`src/rtl/spi_pkg.sv`:
```
// spi_pkg: shared definitions for the SPI memory arbiter.
// Holds the default address/data/wait-counter widths and the host FSM
// state encoding used by spi_mem_arbiter.
package spi_pkg;

    localparam int ADDR_W_DEF = 7;
    localparam int DATA_W_DEF = 8;
    localparam int WAIT_W_DEF = 4;

    typedef enum logic [0:0] {
        HOST_IDLE = 1'b0,
        HOST_ACK  = 1'b1
    } host_state_e;

endpackage

```
`src/rtl/spi_mem_arbiter.sv`:
```
// spi_mem_arbiter: shares one external single-port synchronous memory
// between an SPI slave (absolute priority, single-cycle request pulses) and
// a host (level request held until host_ack, two-state IDLE/ACK handshake).
//
// Ports:
//   clk, reset            system clock, asynchronous active-high reset
//   spi_cs/req/we/addr/wdata  SPI access request (qualified by spi_cs low)
//   spi_rvalid/rdata      SPI read response, one cycle after the issue
//   host_req/we/addr/wdata    host access request
//   host_ack/rdata        host completion pulse and read data
//   host_wait_cnt         saturating count of cycles the host request waited
//   mem_en/we/addr/wdata  memory strobe and command (zero when idle)
//   mem_rdata             memory read data, one cycle after a read strobe
//
// The SPI issue path is combinational (issued on mem_* in the request cycle);
// the address lock keeps the host from overwriting a word the SPI master is
// still working with during the current chip-select window.
module spi_mem_arbiter
    import spi_pkg::*;
#(
    parameter int ADDR_W = ADDR_W_DEF,
    parameter int DATA_W = DATA_W_DEF,
    parameter int WAIT_W = WAIT_W_DEF
) (
    input  logic              clk,
    input  logic              reset,
    input  logic              spi_cs,
    input  logic              spi_req,
    input  logic              spi_we,
    input  logic [ADDR_W-1:0] spi_addr,
    input  logic [DATA_W-1:0] spi_wdata,
    output logic              spi_rvalid,
    output logic [DATA_W-1:0] spi_rdata,
    input  logic              host_req,
    input  logic              host_we,
    input  logic [ADDR_W-1:0] host_addr,
    input  logic [DATA_W-1:0] host_wdata,
    output logic              host_ack,
    output logic [DATA_W-1:0] host_rdata,
    output logic [WAIT_W-1:0] host_wait_cnt,
    output logic              mem_en,
    output logic              mem_we,
    output logic [ADDR_W-1:0] mem_addr,
    output logic [DATA_W-1:0] mem_wdata,
    input  logic [DATA_W-1:0] mem_rdata
);

    host_state_e       state_r;
    host_state_e       state_nx_s;
    logic              spi_issue_s;
    logic              host_blocked_s;
    logic              host_issue_s;
    logic              lock_valid_r;
    logic [ADDR_W-1:0] lock_addr_r;
    logic [WAIT_W-1:0] wait_cnt_r;
    logic              spi_rd_pend_r;
    logic              host_rd_r;

    // Saturating increment for the host wait counter.
    function automatic logic [WAIT_W-1:0] sat_inc(input logic [WAIT_W-1:0] v);
        if (v == {WAIT_W{1'b1}}) begin
            return v;
        end else begin
            return v + {{(WAIT_W-1){1'b0}}, 1'b1};
        end
    endfunction

    // Request qualification; reset gating keeps mem_* quiet while reset is high.
    always_comb begin
        spi_issue_s    = ~reset & spi_req & ~spi_cs;
        host_blocked_s = lock_valid_r & host_we & (host_addr == lock_addr_r);
    end

    // Host FSM next state and host issue decision.
    always_comb begin
        state_nx_s   = state_r;
        host_issue_s = 1'b0;
        case (state_r)
            HOST_IDLE: begin
                if (~reset & host_req & ~spi_issue_s & ~host_blocked_s) begin
                    host_issue_s = 1'b1;
                    state_nx_s   = HOST_ACK;
                end else begin
                    state_nx_s   = HOST_IDLE;
                end
            end
            HOST_ACK: begin
                state_nx_s = HOST_IDLE;
            end
            default: begin
                state_nx_s = HOST_IDLE;
            end
        endcase
    end

    // Host FSM state register.
    always_ff @(posedge clk or posedge reset) begin
        if (reset) begin
            state_r <= HOST_IDLE;
        end else begin
            state_r <= state_nx_s;
        end
    end

    // Address lock: armed by each qualified SPI access, dropped when cs rises.
    always_ff @(posedge clk or posedge reset) begin
        if (reset) begin
            lock_valid_r <= 1'b0;
            lock_addr_r  <= {ADDR_W{1'b0}};
        end else if (spi_cs) begin
            lock_valid_r <= 1'b0;
        end else if (spi_issue_s) begin
            lock_valid_r <= 1'b1;
            lock_addr_r  <= spi_addr;
        end else begin
            lock_valid_r <= lock_valid_r;
        end
    end

    // Host wait counter: counts unserved IDLE cycles, clears on issue.
    always_ff @(posedge clk or posedge reset) begin
        if (reset) begin
            wait_cnt_r <= {WAIT_W{1'b0}};
        end else if (host_issue_s) begin
            wait_cnt_r <= {WAIT_W{1'b0}};
        end else if ((state_r == HOST_IDLE) && host_req) begin
            wait_cnt_r <= sat_inc(wait_cnt_r);
        end else begin
            wait_cnt_r <= wait_cnt_r;
        end
    end

    // Pending read flags: mark which requester owns next cycle's mem_rdata.
    always_ff @(posedge clk or posedge reset) begin
        if (reset) begin
            spi_rd_pend_r <= 1'b0;
            host_rd_r     <= 1'b0;
        end else begin
            spi_rd_pend_r <= spi_issue_s & ~spi_we;
            host_rd_r     <= host_issue_s & ~host_we;
        end
    end

    // Memory command mux: SPI first, then host, otherwise all zero.
    always_comb begin
        mem_en    = 1'b0;
        mem_we    = 1'b0;
        mem_addr  = {ADDR_W{1'b0}};
        mem_wdata = {DATA_W{1'b0}};
        if (spi_issue_s) begin
            mem_en    = 1'b1;
            mem_we    = spi_we;
            mem_addr  = spi_addr;
            mem_wdata = spi_wdata;
        end else if (host_issue_s) begin
            mem_en    = 1'b1;
            mem_we    = host_we;
            mem_addr  = host_addr;
            mem_wdata = host_wdata;
        end else begin
            mem_en    = 1'b0;
        end
    end

    // Responses: read data is steered through only alongside its valid flag.
    always_comb begin
        spi_rvalid    = spi_rd_pend_r;
        spi_rdata     = spi_rd_pend_r ? mem_rdata : {DATA_W{1'b0}};
        host_ack      = (state_r == HOST_ACK);
        host_rdata    = host_rd_r ? mem_rdata : {DATA_W{1'b0}};
        host_wait_cnt = wait_cnt_r;
    end

endmodule

```
`config.mk`:
```
export PLATFORM = sky130hd
export DESIGN_NAME = spi_mem_arbiter
export DESIGN_NICKNAME = d
export VERILOG_FILES = /design/src/rtl/spi_pkg.sv /design/src/rtl/spi_mem_arbiter.sv
export SDC_FILE = /design/constraint.sdc
export NUM_CORES = 1
export LEC_CHECK = 0
export ABC_CLOCK_PERIOD_IN_PS = 2000
export CORE_AREA = 2 2 59 61
export CTS_BUF_LIST = sky130_fd_sc_hd__clkbuf_8
export CTS_CLUSTER_DIAMETER = 30
export DETAILED_ROUTE_END_ITERATION = 7
export DIE_AREA = 0 0 61 63
export PLACE_DENSITY = 0.91
export SLEW_MARGIN = 20
export SYNTH_ARGS = -nofsm -noshare
export SYNTH_HDL_FRONTEND = slang
export SYNTH_SLANG_ARGS = --single-unit
```
`constraint.sdc`:
```
create_clock -name clk -period 2 [get_ports clk]
set_clock_uncertainty 0.05 [all_clocks]
set_input_delay 0.3 -clock clk [delete_from_list [all_inputs] [get_ports clk]]
set_output_delay 0.3 -clock clk [all_outputs]
set_load 0.02 [all_outputs]
```
=== Word level (Yosys, flattened, before mapping) ===
Index checks and enable logic that the tools add are counted.

* Bits in read-only memories: 0
* Output and inout bits: 39
* Latch bits: 0
* Bits in registers: 15
* Memories kept: 0
* Input bits: 45
* Bits in writable memories: 0
* Logic and storage cells: 49

* Div/mod/pow operators: 0
* Equality and inequality tests: 3
* Magnitude comparators: 0
* Mux-type cells: 18
* Add/subtract/negate cells: 1
* Reduce and logical (&&, ||, !) cells: 5
* Bitwise gates (word level): 16
* Shift operators: 0
* Multiply operators: 0

{| class="wikitable"
|+ Operators with widths
! kind !! number
|-
| 8-bit 2-to-1 mux || 4
|-
| 7-bit 2-to-1 mux || 2
|-
| 4-bit 2-to-1 mux || 3
|-
| 1-bit bitwise AND || 9
|-
| 1-bit 2-to-1 mux || 8
|-
| 7-bit equality test || 1
|-
| 1-bit NOT || 7
|-
| 4-bit by 1-bit adder with 4-bit output (second input constant) || 1
|-
| 4-bit equality test (second input constant) || 1
|-
| 2-bit AND reduction || 2
|-
| 2-bit nonzero test || 2
|-
| 2-bit != test (second input constant) || 1
|-
| 1-bit one-hot mux with 2 select lines || 1
|-
| 1-bit logical AND || 1
|}

=== Logic depth before layout (Yosys ltp) ===
Gate-level depths: netlist of the first run.

* Depth in word-level cells: 10
* Mapped depth: 5

=== Worst setup path before layout of the first run ===
Ideal clock, no wire load.

* Kind: reg-to-output
* Start: register state_r (netlist: host_ack)
* End: output mem_addr[0]
* Arrival time: 1,481 ps
* Stages on the path, launching flop included: 6
* Data required time: 1,650 ps
* Slack: 169 ps
* Path through: dfrtp_1 nand2b_4 a211o_1 a21oi_2 buf_6 a22o_1

* Cells in the longest elaborated chain, start to end: 3

{| class="wikitable"
|+ Ends and longest elaborated chain
! what !! line !! source
|-
| start, declared || spi_mem_arbiter.sv:48 || <nowiki>host_state_e state_r;</nowiki>
|-
| start signal, assigned || spi_mem_arbiter.sv:101 || <nowiki>state_r <= state_nx_s;</nowiki>
|-
| 1-bit 2-to-1 mux || spi_mem_arbiter.sv:78 || <nowiki>case (state_r)</nowiki>
|-
| via host_issue_s || spi_mem_arbiter.sv:52 || <nowiki>logic host_issue_s;</nowiki>
|-
| 7-bit 2-to-1 mux || spi_mem_arbiter.sv:155 || <nowiki>end else if (host_issue_s) begin</nowiki>
|-
| 7-bit 2-to-1 mux || spi_mem_arbiter.sv:150 || <nowiki>if (spi_issue_s) begin</nowiki>
|-
| end, declared || spi_mem_arbiter.sv:43 || <nowiki>output logic [ADDR_W-1:0] mem_addr,</nowiki>
|}

The timed path passes the listed nets, and every way through them passes these cells.

=== Worst setup path in the final report of the first run ===
* Start: input host_addr[3]
* End: output mem_addr[1]

* Cells in the longest elaborated chain, start to end: 8

{| class="wikitable"
|+ Ends and longest elaborated chain
! what !! line !! source
|-
| start, declared || spi_mem_arbiter.sv:36 || <nowiki>input logic [ADDR_W-1:0] host_addr,</nowiki>
|-
| 7-bit equality test || spi_mem_arbiter.sv:71 || <nowiki>host_blocked_s = lock_valid_r & host_we & (host_addr == lock_addr_r);</nowiki>
|-
| 1-bit bitwise AND || spi_mem_arbiter.sv:71 ||
|-
| 1-bit NOT || spi_mem_arbiter.sv:80 || <nowiki>if (~reset & host_req & ~spi_issue_s & ~host_blocked_s) begin</nowiki>
|-
| 1-bit bitwise AND || spi_mem_arbiter.sv:80 ||
|-
| 1-bit 2-to-1 mux || spi_mem_arbiter.sv:80 ||
|-
| 1-bit 2-to-1 mux || spi_mem_arbiter.sv:78 ||
|-
| 7-bit 2-to-1 mux || spi_mem_arbiter.sv:155 ||
|-
| 7-bit 2-to-1 mux || spi_mem_arbiter.sv:150 ||
|}

No other way between the ends.

==> results.toml, run 1 <==
[status]
outcome = "finished with violations"
violations = "negative setup slack"

[worst_setup_path]
critical-path-top-delay-family = "buffers and inverters"
worst-r2r-cell-count = 7
critical_path.cell_chain = "clkdlybuf4s50_1, xor2_2, nor4_4, a21oi_4, buf_12, buf_12, a22o_1, buf_6"
cp_slowest_cell = "clkdlybuf4s50_1"
cp-startpoint = "host_addr[3]"
start_kind = "input port"
critical_path_required_ps = 1650
end_kind = "output pin"
crit_arrival_ps = 1880
cp_max_fo = 6
r2r_end = "host_wait_cnt[2]$_DFFE_PP0P_"
crit_path_frequent_cell = "buf_12"
cp_num_buf_inv = 4
worst-setup-path-type = "in2out"
r2r_slack_ps = 290
r2r_start = "lock_addr_r[5]$_DFFE_PP0P_"
max_stage_delay_ps = 460

[timing]
finalCriticalPeriod_ps = 2230
max_freq_mhz = 449
hold_viol_final = 0
slew_viol_final = 0
fin_crit_sh_pct = 111
finalWorstSetupSlack_ps = -229
setup_viol = 17
rsz0062_at_grt = "yes"
relSlewSlack_pct = 79.9
worst_pin_slew_ps = 300

[grt]
grt_max_degree = 16
grt_pass1_wl_um = 5120
grt_overflow = 0
grt_use_total_pct = 17.8
antenna_found_initial = 0
first_global_vias = 1125

[yosys]
synth_edf_count = 0
syn_avg_cell_area_sq_um = 10.6
synth_xor_area_share_pct = 7.88
async_flop_share_pct = 100
yosys_warnings = 0
synthMuxAreaShare_pct = 8.87
yosysSeqAreaShare_pct = 37.5
synth_area_sq_mm = 0.00100
ys_ff_latch = 15
yosysUniqueCellTypes = 27
synth_top_family_by_area = "simple AND/OR/NAND/NOR gates"
yosys.area_share.simple_pct = 21.0
synth-main-ff-cell = "dfrtp_1"
synth_compound_area_share_pct = 18.6
synth_cells = 94
synth_nets = 140
yosys.area_share.adder_pct = 1.25

[drt]
drc = 0
wl_met2_um = 1770
final_antenna_net_count = 0
met1Wirelength_um = 1100
top_layer_used = "met4"
route.vias.total = 1123
dr.pass1.iters = 4
drt_iter0_markers = 14
wl_met3_um = 337
routed_wl_um = 3220
viasPerCell = 4.74
wl_per_cell_um = 13.6

[finish]
nNetsFinal = 238
final_layout_size_suffix_gt1_share_pct = 27.7
final_cells = 237
num_antenna_cells = 0
final_common_cell = "clkdlybuf4s50_1"
fill_cells = 278
final_cell_mix = "clkdlybuf4s50_1, buf_6, a22o_1, and2_1, dfrtp_1"
area_delta_synth_final_pct = 112

[run]
drv_cap = 0

[clock_network]
cts_max_level = 1
clkSinkCount = 15
clk_pin_slew_ps = 60
clk_path_buf_depth = 2
numCtsBuffers = 3
cts_hold_buffers = 0
clk_latency_ps = 240
cts_root_buf = "clkbuf_8"
cts_tree = "built"

[power_and_ir_drop]
vdd_ir_drop_max_uv = 262
p_per_area_mw_per_mm2 = 584
power.total_mw = 1.24
p_leak_nw = 0.925

[placement]
routabilityCongestion = 0.719
io_buffers = 83
hpwl_um = 2700
dp_cells = 229

[floorplan]
die_width_um = 61
core_area_sq_mm = 0.00323
dieArea_sq_mm = 0.00384
io_pins = 84
dieHeight_um = 63
num_rows = 21
start_util_pct = 31.0

[min_path]
hold_class = "in2async"
## routing by layer
metal | up-vias | track usage, %
li1 | 527 | -
met1 | 524 | 18.9
met2 | 70 | 33.1
met3 | 2 | 4.97
met4 | 0 | 4.62
met5 | - | 0
## how the worst max path moves through the flow
stage,endpoint,slack [ps],cells after the start
6_report,mem_addr[1],-230,8
2_1_floorplan,mem_addr[0],170,5
5_1_grt,mem_wdata[4],-330,7
3_3_place_gp,mem_wdata[0],-710,7
4_1_cts,mem_wdata[0],-290,7
3_5_place_dp,mem_wdata[2],-730,7
## area by class of cell
| cell class | instances | area, sq um | share of cell area [%] |
|---|---|---|---|
| timing repair buffer | 98 | 1010 | 47.6 |
| multi-input combinational | 71 | 619 | 29.2 |
| sequential | 15 | 375 | 17.7 |
| tap | 46 | 57.6 | 2.72 |
| clock buffer | 3 | 41.3 | 1.95 |
| inverter | 3 | 11.3 | 0.532 |
| clock inverter | 1 | 5.00 | 0.236 |
## worst min-delay path: stages
cell             delay (ps)
clkdlybuf4s50_1         420
inv_1                    80
buf_4                   230
## per-stage QoR
stage / hold WS, ps / setup slack (ps) / cell area [sq um] / TNS, ps / utilization, %
floorplan: 157 / 169 / 1000 / 0 / -
global placement: 421 / -709 / 1960 / -11610 / 60.6
detailed placement: 428 / -731 / 1960 / -11910 / 60.6
CTS: 378 / -290 / 2120 / -4360 / 65.5
global route: 395 / -330 / 2120 / -4550 / 65.5
finish: 378 / -229 / 2120 / -2770 / 65.5
## cell families (layout without fill, tap and decap cells)
group	Yosys count	count (layout)
and+or+nand+nor	31	31
AOI/OAI and AO/OA	22	22
DFF	15	15
xor gates and xnor gates	9	9
muxes	8	8
buffers and inverters	8	105
adders and majority gates	1	1
## timing repair
action                     4_1_cts  5_1_grt
setup endpoints to repair       17       17
buffers inserted                 4        0
pin swaps                       10        7
gates cloned                     1        0
gates resized for setup        112        6
## power by group
group	internal [mW]	switching (mW)
clock	0.137	0.101
sequential	0.370	0.0723
combinational	0.313	0.245
## synthesized netlist by cell type, types with 2 or more instances
cell type / n / share of area [%]
a22o_1: 16 / 14
a31oi_1: 2 / 1.2
and2_1: 16 / 10
buf_2: 3 / 1.5
buf_6: 2 / 2.2
dfrtp_1: 15 / 38
inv_1: 3 / 1.1
mux2_2: 7 / 7.9
nand2_1: 2 / 0.75
nor2_1: 3 / 1.1
nor4_2: 2 / 2.5
xnor2_1: 2 / 1.8
xor2_1: 7 / 6.1
## registers in the layout (all words and copies together), names as in the netlist
name	cells
lock_valid_r	1
host_rd_r	1
host_wait_cnt	4
host_ack	1
lock_addr_r	7
spi_rvalid	1
Power figures use the tool's default switching activity.
==> run 2: changes to the inputs <==
--- a/config.mk
+++ b/config.mk
@@ -6,13 +6,14 @@
 export NUM_CORES = 1
 export LEC_CHECK = 0
 export ABC_CLOCK_PERIOD_IN_PS = 2000
-export CORE_AREA = 2 2 59 61
+export CORE_AREA = 2 2 52 54
 export CTS_BUF_LIST = sky130_fd_sc_hd__clkbuf_8
 export CTS_CLUSTER_DIAMETER = 30
 export DETAILED_ROUTE_END_ITERATION = 7
-export DIE_AREA = 0 0 61 63
-export PLACE_DENSITY = 0.91
-export SLEW_MARGIN = 20
+export DIE_AREA = 0 0 54 56
+export DONT_BUFFER_PORTS = 1
+export PLACE_DENSITY = 0.67
+export SLEW_MARGIN = 25
 export SYNTH_ARGS = -nofsm -noshare
 export SYNTH_HDL_FRONTEND = slang
 export SYNTH_SLANG_ARGS = --single-unit
==> run 2 against run 1 <==
Combinational power shrank 46%; critical path type is now reg2out; largest cell class is now multi-input combinational cells; die area fell by 21%; register-to-register slack better by 70 ps; count of clock-buffer cells in the layout is the same; via count decreased by 30%; critical endpoint is now mem_addr[2]; sequential cell count unchanged; the flow still finishes with violations (negative setup slack); wire length fell by 23%.
==> results.toml, run 2 (same netlist as run 1, synthesis figures left out) <==
[finish]
final_layout_size_suffix_gt1_share_pct = 43.1
nNetsFinal = 149
final_common_cell = "and2_1"
final_core_util_pct = 53.6
num_antenna_cells = 0
largest-register = "lock_addr_r"
largest_reg_flops = 7
area_delta_synth_final_pct = 30.2
final_cell_mix = "and2_1, dfrtp_1, a22o_4"

[grt]
grt_use_total_pct = 17.7
grt_pass1_wl_um = 3970
first_global_vias = 833
grt_max_degree = 27
antenna_found_initial = 0
grt_overflow = 0

[worst_setup_path]
critical_path_required_ps = 1650
r2r_end = "host_rd_r$_DFF_PP0_"
end_kind = "output pin"
worst-r2r-cell-count = 6
timing.critical_path.to = "mem_addr[2]"
worst-setup-path-type = "reg2out"
cp_max_fo = 7
r2r_slack_ps = 360
cp-startpoint = "lock_addr_r[1]$_DFFE_PP0P_"
r2r_start = "host_ack$_DFF_PP0_"
start_kind = "flip-flop"
crit_arrival_ps = 1680

[clock_network]
cts_max_level = 1
cts_tree = "built"
numCtsBuffers = 3
clkSinkCount = 15
clk_latency_ps = 250
cts_root_buf = "clkbuf_8"
clk_pin_slew_ps = 70
clk_path_buf_depth = 2

[power_and_ir_drop]
power.total_mw = 1.03
p_leak_nw = 0.598
vdd_ir_drop_max_uv = 627
p_per_area_mw_per_mm2 = 792

[floorplan]
num_rows = 18
core_area_sq_mm = 0.00243
dieArea_sq_mm = 0.00302
die_width_um = 54
io_pins = 84
dieHeight_um = 56
start_util_pct = 41.2

[status]
outcome = "finished with violations"
violations = "negative setup slack"

[placement]
pre_cts_ws_ps = 133
io_buffers = 0
hpwl_um = 1810
routabilityCongestion = 0.681

[drt]
drc = 0
drt_iter0_markers = 23
final_antenna_net_count = 0
wl_per_cell_um = 18.8
route.vias.total = 789
dr.pass1.iters = 4
routed_wl_um = 2490
viasPerCell = 5.98

[timing]
worst_pin_slew_ps = 373
max_freq_mhz = 492
fin_crit_sh_pct = 102
rsz0062_at_grt = "yes"
slew_viol_final = 0
hold_viol_final = 0
setup_viol = 14
relSlewSlack_pct = 75.1
finalWorstSetupSlack_ps = -33.3
finalCriticalPeriod_ps = 2030

[run]
drv_cap = 0

[min_path]
hold_class = "in2reg"
holdCritStartpoint = "host_we"
-- run 2: changes by cell type in the layout (fill, tap and decap cells not counted), sizes merged --
cell,previous run,this run
dlygate4sd2,8,0
buf,32,8
dlygate4sd3,0,1
clkdlybuf4s50,58,0
-- run 2: cell type report --
class,instances,area (sq um)
Fill cell,211,1130
Multi-Input combinational cell,71,748
Sequential cell,15,375
Timing Repair Buffer,9,85.1
Clock buffer,3,41.3
Tap cell,30,37.5
Inverter,3,11.3
Clock inverter,1,5.00
-- run 2: worst min-delay path by stage --
| stage | cells after the start | to | slack [ps] |
|---|---|---|---|
| floorplan | 1 | host_ack$_DFF_PP0_ | 160 |
| global placement | 2 | host_wait_cnt[2]$_DFFE_PP0P_ | 170 |
| detailed placement | 2 | host_wait_cnt[1]$_DFFE_PP0P_ | 180 |
| CTS | 1 | host_rd_r$_DFF_PP0_ | 50 |
| global route | 1 | host_rd_r$_DFF_PP0_ | 40 |
| finish | 1 | host_rd_r$_DFF_PP0_ | 50 |
-- run 2: critical path, cell delays in order (launching register included) --
cell and delay [ps]:
dfrtp_1 390, xor2_1 190, nor4_4 320, a21oi_4 140, buf_6 160, a22o_4 240
-- run 2: routing by layer --
layer	GRT usage, %	wire length (um)	share of wire (%)
met1	21.4	913	37
met2	31.2	1320	53
met3	4.03	237	9.5
met4	3.21	22	0.88
met5	0	0	0
-- run 2: repair_timing --
item / in CTS / in global routing
hold buffers: 1 / 0
cloned: 1 / 0
endpoints found under the hold margin: 15 / 0
setup endpoints to repair: 14 / 17
pin swaps: 6 / 5
gates resized for setup: 28 / 4
setup buffers: 1 / 0
-- run 2: power by group --
| part | switching (mW) | internal (mW) | total [mW] |
|---|---|---|---|
| Sequential | 0.120 | 0.368 | 0.488 |
| Clock | 0.106 | 0.138 | 0.244 |
| Combinational | 0.158 | 0.142 | 0.300 |
| Total | 0.384 | 0.648 | 1.03 |
-- run 2: stage by stage --
stage	instances	TNS (ps)	area, sq um	hold slack, ps
final	132	-372	1300	50.4
after floorplan	94	0	1000	157
after global placement	125	0	1050	173
after detailed placement	125	0	1050	180
after CTS	132	-821	1280	49.9
after global routing	132	-1780	1300	41.6
